### src/rtl/inst_fetch.sv
// Instruction fetch unit: owns the PC, drives the ROM address and registers the
// returned word into a single fetch slot with branch squash, stall and halt.
module inst_fetch #(
  parameter int unsigned     PC_W       = 8,
  parameter int unsigned     INST_W     = 9,
  parameter logic [PC_W-1:0] START_ADDR = '0
) (
  input  logic              CLK,
  input  logic              Reset,
  input  logic              Start,
  input  logic              Stall,
  input  logic              BranchEn,
  input  logic              BranchRel,
  input  logic [PC_W-1:0]   BranchTarget,
  input  logic              Halt,
  output logic [PC_W-1:0]   Address,
  input  logic [INST_W-1:0] InstrIn,
  output logic [INST_W-1:0] Instr,
  output logic [PC_W-1:0]   InstrPC,
  output logic              InstrValid,
  output logic              Done
);

  typedef enum logic [1:0] {StIdle, StRun, StHalted} state_e;

  localparam logic [PC_W-1:0] PcOne = {{(PC_W-1){1'b0}}, 1'b1};

  state_e              state_q, state_d;
  logic [PC_W-1:0]     pc_q, pc_d;
  logic [INST_W-1:0]   instr_q, instr_d;
  logic [PC_W-1:0]     instr_pc_q, instr_pc_d;
  logic                valid_q, valid_d;
  logic                done_q, done_d;

  always_comb begin
    state_d    = state_q;
    pc_d       = pc_q;
    instr_d    = instr_q;
    instr_pc_d = instr_pc_q;
    valid_d    = valid_q;
    done_d     = done_q;
    unique case (state_q)
      StIdle: begin
        valid_d = 1'b0;
        if (Start) begin
          state_d = StRun;
          pc_d    = START_ADDR;
        end
      end
      StRun: begin
        // Stall freezes everything; branch/halt are not sampled while stalled.
        if (!Stall) begin
          if (Halt && valid_q) begin
            state_d = StHalted;
            valid_d = 1'b0;
            done_d  = 1'b1;
          end else if (BranchEn && valid_q) begin
            // Same-width add wraps mod 2^PC_W, which equals the sign-extended sum.
            valid_d = 1'b0;
            pc_d    = BranchRel ? (instr_pc_q + BranchTarget) : BranchTarget;
          end else begin
            instr_d    = InstrIn;
            instr_pc_d = pc_q;
            valid_d    = 1'b1;
            pc_d       = pc_q + PcOne;
          end
        end
      end
      StHalted: begin
        valid_d = 1'b0;
        done_d  = 1'b1;
        if (Start) begin
          state_d = StRun;
          pc_d    = START_ADDR;
          done_d  = 1'b0;
        end
      end
      default: begin
        state_d = StIdle;
        valid_d = 1'b0;
      end
    endcase
  end

  always_ff @(posedge CLK) begin
    if (Reset) begin
      state_q    <= StIdle;
      pc_q       <= START_ADDR;
      instr_q    <= '0;
      instr_pc_q <= '0;
      valid_q    <= 1'b0;
      done_q     <= 1'b0;
    end else begin
      state_q    <= state_d;
      pc_q       <= pc_d;
      instr_q    <= instr_d;
      instr_pc_q <= instr_pc_d;
      valid_q    <= valid_d;
      done_q     <= done_d;
    end
  end

  assign Address    = pc_q;
  assign Instr      = instr_q;
  assign InstrPC    = instr_pc_q;
  assign InstrValid = valid_q;
  assign Done       = done_q;

endmodule
### config.mk
export PLATFORM = sky130hd
export DESIGN_NAME = inst_fetch
export DESIGN_NICKNAME = d
export VERILOG_FILES = /design/src/rtl/inst_fetch.sv
export SDC_FILE = /design/constraint.sdc
export NUM_CORES = 1
export LEC_CHECK = 0
export ABC_CLOCK_PERIOD_IN_PS = 2600
export CAP_MARGIN = 20
export CORE_MARGIN = 3
export CORE_UTILIZATION = 46
export DETAILED_ROUTE_END_ITERATION = 8
export PLACE_DENSITY = 0.87
export SETUP_SLACK_MARGIN = 0.5
export SYNTH_ARGS = -nofsm -noshare
export SYNTH_HDL_FRONTEND = slang
export SYNTH_SLANG_ARGS = --single-unit
### constraint.sdc
create_clock -name CLK -period 2.6 [get_ports CLK]
set_input_delay 0.52 -clock CLK [delete_from_list [all_inputs] [get_ports CLK]]
set_output_delay 0.52 -clock CLK [all_outputs]
set_load 0.03 [all_outputs]
==> flow_metrics.tcl, run 1 <==
set metrics [dict create \
    placed_area_mm2 0.00219 \
    cellLeakagePower_nw 0.889 \
    startpoint_type "input port" \
    async_flop_share_pct 0 \
    synth.top_cell.area_share_pct 35.4 \
    synth_flop_cell "dfxtp_1" \
    grt_pass1_vias 1605 \
    grt_pass1_wl_mm 7.37 \
    hold_path.class "flip-flop to flip-flop" \
    drt_wl_total_mm 4.60 \
    core-area_mm2 0.00339 \
    worstMarginPinSlew_ns 0.513 \
    antenna_found_initial 0 \
    layout.nets 294 \
    finalPower_uw 948 \
    tritoncts "yes" \
    die_area_mm2 0.00432 \
    netSwitchingPower_uw 260 \
    track_usage_pct 22.3 \
    synth_area_mm2 0.00164 \
    fin_skew_ns 0.0115 \
    drv_cap 0 \
    worstPathArrival_ns 2.32 \
    clk_pin_slew_ns 0.10 \
    use_met3_pct 5.47 \
    fillers 272 \
    cts_made_buffers 5 \
    grt-busiest-layer "met2" \
    critPathLaunch "BranchTarget[4]" \
    hold_start "Instr[0]" \
    p_int_uw 688 \
    required_ns 2.83 \
    area_growth_syn_to_layout_pct 40.6 \
    timing.rr.end "Address[4]" \
    rrSetupSlack_ns 0.67 \
    cpLargestDelayFamily "compound AO/OA/AOI/OAI gates" \
    drc 0 \
    clk_root_buffer_cell "clkbuf_4" \
    die_y_um 65.7 \
    synth_area_leaders "dfxtp_1, nand2_1, a21oi_1" \
    syn_nets 238 \
    power_density_mw_per_mm2 411 \
    wire_per_inst_um 14.9 \
    die_w_um 65.7 \
    worstPathCellList "clkdlybuf4s50_1, ha_1, a21o_2, or3_1, a211o_1, a32o_1" \
    drtPass1Iterations 5 \
    cts_buffer_depth 2 \
    critPathBufInv 1 \
    end_kind "flip-flop" \
    status "complete, no violations" \
    cp_max_fo 4 \
    ant_nets 0 \
    syn_area_per_cell_um2 8.01 \
    combPwrFrac_pct 17.6 \
    ys_seq_area_share_pct 35.4 \
    ios 51 \
    yosys-top-cells-count "nand2_1, a21oi_1, dfxtp_1, nor2_1, ha_1" \
    rsz0062_at_grt "true" \
    slew_viol_final 0 \
    synth_most_common_cell "nand2_1" \
    layout-drive-gt1-share_pct 11.1 \
    use_met1_pct 28.9 \
    ys_ff_latch 29 \
    synth_warnings 0 \
    routed_via_density 5.61 \
    fp-row-count 21 \
    clk_latency_ns 0.34 \
    critPathSlowestCell "clkdlybuf4s50_1" \
    hold_violations 0 \
    dp_hpwl_mm 3.39 \
    fin_area_mm2 0.00231 \
    cp.depth 6 \
    vdd_drop_max_v 0.000370 \
    pwr-share-clk_pct 33.4 \
    max_stage_delay_ns 0.42 \
    ys_types 46 \
    first_iter_violations 150 \
    globalplace.congestion 0.852 \
    n_antenna_cell 0 \
    netlist_instances 205 \
    clock_sinks 29 \
    setup_viol 0 \
    fin_crit_ns 2.08 \
    synth_edf_count 0 \
    htree_levels 2 \
    crit_type "input port to flip-flop" \
    period_share_pct 80.2 \
    grt_overflow 0 \
    port_buffers 50 \
    vias 1728 \
    start_util_pct 48.4 \
    p_sw_share_pct 27.5 \
    crit_path_end "Address[5]" \
    grt_max_degree 18 \
    synth_top_cell_by_area "dfxtp_1" \
    hold_slack_ns 0.458 \
    power_frac_seq_pct 48.9 \
    reg2reg_depth 7 \
    fmax_ghz 0.480 \
    relSlewSlack_pct 65.7 \
    met2_usage_pct 35.5 \
    timing.rr.start "InstrPC[0]" \
]
-- cells in the final DEF, fill, tap and decap left out, drive strengths merged, types with 3 or more instances in the layout --
master,Yosys,routed
a211o,3,3
a21o,3,3
a21oi,31,31
buf,3,8
clkbuf,6,7
clkdlybuf4s50,0,43
dfxtp,29,29
dlygate4sd2,0,3
dlymetal6s2s,0,4
ha,8,8
inv,4,4
mux2i,3,3
nand2,46,46
nand3,8,8
nand4,4,4
nor2,14,14
nor2b,3,3
o211ai,3,3
o21ai,6,6
-- stage by stage --
| stage | instances | TNS [ns] | setup WS, ns | utilization, % |
|---|---|---|---|---|
| after floorplan | 205 | 0 | 0.510 | - |
| after detailed placement | 299 | -0.0185 | -0.0185 | 64.7 |
| after global placement | 299 | 0 | 0.0227 | 64.7 |
| after global routing | 308 | 0 | 0.463 | 68.1 |
| after CTS | 308 | 0 | 0.515 | 67.4 |
| final | 308 | 0 | 0.515 | 68.1 |
-- worst min path at each step --
stage	slack [ns]	depth (start not counted)	to
6_report	0.46	2	Instr[0]
3_5_place_dp	0.45	2	Instr[0]
3_3_place_gp	0.44	2	Instr[0]
2_1_floorplan	0.53	2	Address[1]
5_1_grt	0.48	2	Instr[4]
4_1_cts	0.46	2	Instr[0]
-- layout make-up --
cell class / instances / area [µm²] / area share, %
inverters: 4 / 15.0 / 0.650
flip-flops and latches: 29 / 581 / 25.1
clock inverters: 1 / 5.00 / 0.217
well taps: 46 / 57.6 / 2.49
repair buffers: 58 / 567 / 24.6
multi-input cells: 163 / 1020 / 44.1
clock buffers: 7 / 65.1 / 2.82
-- sequential cells by signal, summed over array words and instances (netlist names) --
| signal | count |
|---|---|
| Address | 8 |
| Done | 1 |
| Instr | 9 |
| InstrPC | 8 |
| InstrValid | 1 |
| state_q | 2 |
-- power by group through the flow --
stage | clock network, mW | registers (mW) | logic [mW]
6_report | 0.317 | 0.464 | 0.167
2_1_floorplan | 0 | 0.489 | 0.0684
4_1_cts | 0.319 | 0.464 | 0.165
3_3_place_gp | 0 | 0.473 | 0.161
5_1_grt | 0.351 | 0.466 | 0.180
3_5_place_dp | 0 | 0.474 | 0.164
-- repair_timing --
action / in CTS / in global routing
hold buffers: 0 / 0
resized for setup: 7 / 5
pin swaps: 3 / 0
endpoints found under the setup margin: 4 / 7
setup buffers: 1 / 0
endpoints found under the hold margin: 0 / 0
-- kinds of logic after synthesis --
| family | share of synthesized area (%) |
|---|---|
| AND/OR/NAND/NOR | 23.5 |
| multiplexers | 1.83 |
| flip-flops | 35.4 |
| AO/OA/AOI/OAI | 25.3 |
| adder cells (fa/ha/maj) | 7.32 |
| XOR/XNOR | 2.13 |
| buffers and inverters | 4.57 |
-- worst register-to-register path, delay by kind of cell (launching register included) --
| kind | cells | cell delay [ns] |
|---|---|---|
| AND/OR/NAND/NOR | 2 | 0.53 |
| flip-flops | 1 | 0.34 |
| adder cells (fa/ha/maj) | 2 | 0.54 |
| AO/OA/AOI/OAI | 3 | 0.39 |
-- layer usage --
metal  routed length (µm)  vias up
met1                 1890      801
met5                    0        -
met3                  308        9
met4                   78        0
met2                 2320       63
li1                     -      855
Note: power is estimated with default switching activity, not from simulation.
==> run 2: changes to the inputs <==
ABC_CLOCK_PERIOD_IN_PS = 1750   (was 2600)
CORE_UTILIZATION = 42   (was 46)
PLACE_DENSITY = 0.84   (was 0.87)
clock period = 1.75 ns   (was 2.6 ns; I/O delays follow)
==> run 2 against run 1 <==
Effect of this change: the run now ends with negative setup slack left; utilization rose by 15 points; clock skew shrank 0.0033 ns; cell area is 33% higher; global-route usage up 5.4 points; clock-buffer cell count unchanged; cell count grew 15%; critical path type is now flip-flop to flip-flop; largest cell class unchanged; largest power group unchanged; highest routed layer unchanged.
==> flow_metrics.tcl, run 2 (same netlist as run 1, synthesis figures left out) <==
set metrics [dict create \
    ios 51 \
    fmax_ghz 0.506 \
    seq_area_um2 618 \
    timing.rr.end "Address[4]" \
    critPathSlowestCell "fa_2" \
    ant_nets 0 \
    fin_skew_ns 0.00818 \
    die_area_mm2 0.00469 \
    rsz0062_at_grt "true" \
    hold-path-cell-count 2 \
    routed_via_density 5.99 \
    layout.nets 339 \
    grt_pass1_wl_mm 9.57 \
    layout-drive-gt1-share_pct 55.4 \
    max_stage_delay_ns 0.38 \
    hold_violations 0 \
    dp_hpwl_mm 3.68 \
    timing.rr.start "InstrPC[0]" \
    n_antenna_cell 0 \
    fin_ws_ns -0.225 \
    cellLeakagePower_nw 1.30 \
    violations "negative setup slack" \
    slew_viol_final 0 \
    final_cells 355 \
    die_w_um 68.5 \
    cts_made_buffers 5 \
    reg2reg_depth 7 \
    power_density_mw_per_mm2 565 \
    worstMarginPinSlew_ns 0.420 \
    period_share_pct 113 \
    track_usage_pct 27.6 \
    globalplace.congestion 0.844 \
    core-area_mm2 0.00372 \
    clk_root_buffer_cell "clkbuf_8" \
    drv_cap 0 \
    grt_overflow 0 \
    tritoncts "yes" \
    cp_max_fo 2 \
    end_kind "flip-flop" \
    crit_type "flip-flop to flip-flop" \
    worstPathArrival_ns 2.13 \
    setup-tns-final_ns -0.514 \
    vdd_drop_max_v 0.000539 \
    required_ns 1.91 \
    first_iter_violations 203 \
    relSlewSlack_pct 71.3 \
    fin_crit_ns 1.98 \
    setup_viol 5 \
    rrSetupSlack_ns -0.23 \
    clk_pin_slew_ns 0.06 \
    largest_register_ffs 9 \
    grt_max_degree 12 \
    worstPathCellList "ha_4, fa_2, and3_4, or3_1, a31oi_1, a221o_1, a21oi_1" \
    fin_util_pct 82.8 \
    dpl.cell_count 328 \
    cpLargestDelayFamily "adder cells" \
    startpoint_type "flip-flop" \
    layout_common_cells "buf_4, nand2_1, buf_6" \
    grt_pass1_vias 1940 \
    hold_buffers 0 \
    fp-row-count 22 \
    antenna_found_initial 0 \
    wire_per_inst_um 19.4 \
    final_common_cell "buf_4" \
    area_growth_syn_to_layout_pct 87.3 \
    hold_path.class "flip-flop to flip-flop" \
    fillers 211 \
    cts_buffer_depth 2 \
    crit_path_end "Address[4]" \
    clock_sinks 29 \
    port_buffers 50 \
    cp.depth 7 \
    critPathBufInv 0 \
    vias 2127 \
    start_util_pct 44.2 \
    drt_wl_total_mm 6.89 \
    die_y_um 68.5 \
    status "finished with violations" \
    drtPass1Iterations 5 \
    clk_latency_ns 0.29 \
    multi_input_area_mm2 0.00140 \
    htree_levels 2 \
    critPathLaunch "InstrPC[0]" \
    drc 0 \
]
[run 2: how the worst min path moves through the flow]
stage	startpoint	slack (ns)	to
5_1_grt	Instr[8]	0.48	Instr[8]
4_1_cts	Instr[2]	0.46	Instr[2]
6_report	Instr[8]	0.45	Instr[8]
2_1_floorplan	Start	0.46	Done
3_3_place_gp	Instr[0]	0.44	Instr[0]
3_5_place_dp	Instr[2]	0.45	Instr[2]
[run 2: worst min-delay path: stages, from the launching register on]
cell     delay (ns)
dfxtp_1        0.31
nand2_1        0.05
a21oi_1        0.05
[run 2: per-stage QoR]
stage / instance area (µm²) / setup slack (ns) / total power [mW] / hold WS (ns)
after floorplan: 1720 / -0.0917 / 0.827 / 0.455
after global placement: 2470 / -0.544 / 0.978 / 0.441
after detailed placement: 2470 / -0.620 / 0.984 / 0.447
after CTS: 2740 / -0.123 / 1.63 / 0.456
after global routing: 3080 / -0.249 / 1.79 / 0.479
final: 3080 / -0.225 / 1.74 / 0.454
[run 2: area by class of cell]
cell class	count	share of cell area (%)
tap	48	1.95
timing repair buffer	102	28.7
multi-input combinational	164	45.4
clock buffer	7	3.13
clock inverter	1	0.163
inverter	4	0.610
sequential	29	20.1
[run 2: power by group]
| part | internal, mW | total, mW | switching [mW] |
|---|---|---|---|
| Clock | 0.355 | 0.631 | 0.276 |
| Sequential | 0.666 | 0.682 | 0.0162 |
| Combinational | 0.206 | 0.424 | 0.218 |
| Total | 1.23 | 1.74 | 0.510 |
[run 2: routing by layer]
layer / global-route usage [%] / up-vias / share of wire, %
met5: 0 / - / 0
met4: 13.6 / 0 / 3.0
met3: 6.65 / 28 / 8.4
met2: 47.1 / 130 / 50
met1: 32.0 / 1024 / 38
li1: - / 945 / -
[run 2: what timing repair did]
action	in CTS	in global routing
hold endpoints to repair	0	0
endpoints found under the setup margin	55	39
resized for setup	186	89
pin swaps	23	16
gates cloned	4	0
setup buffers	4	11
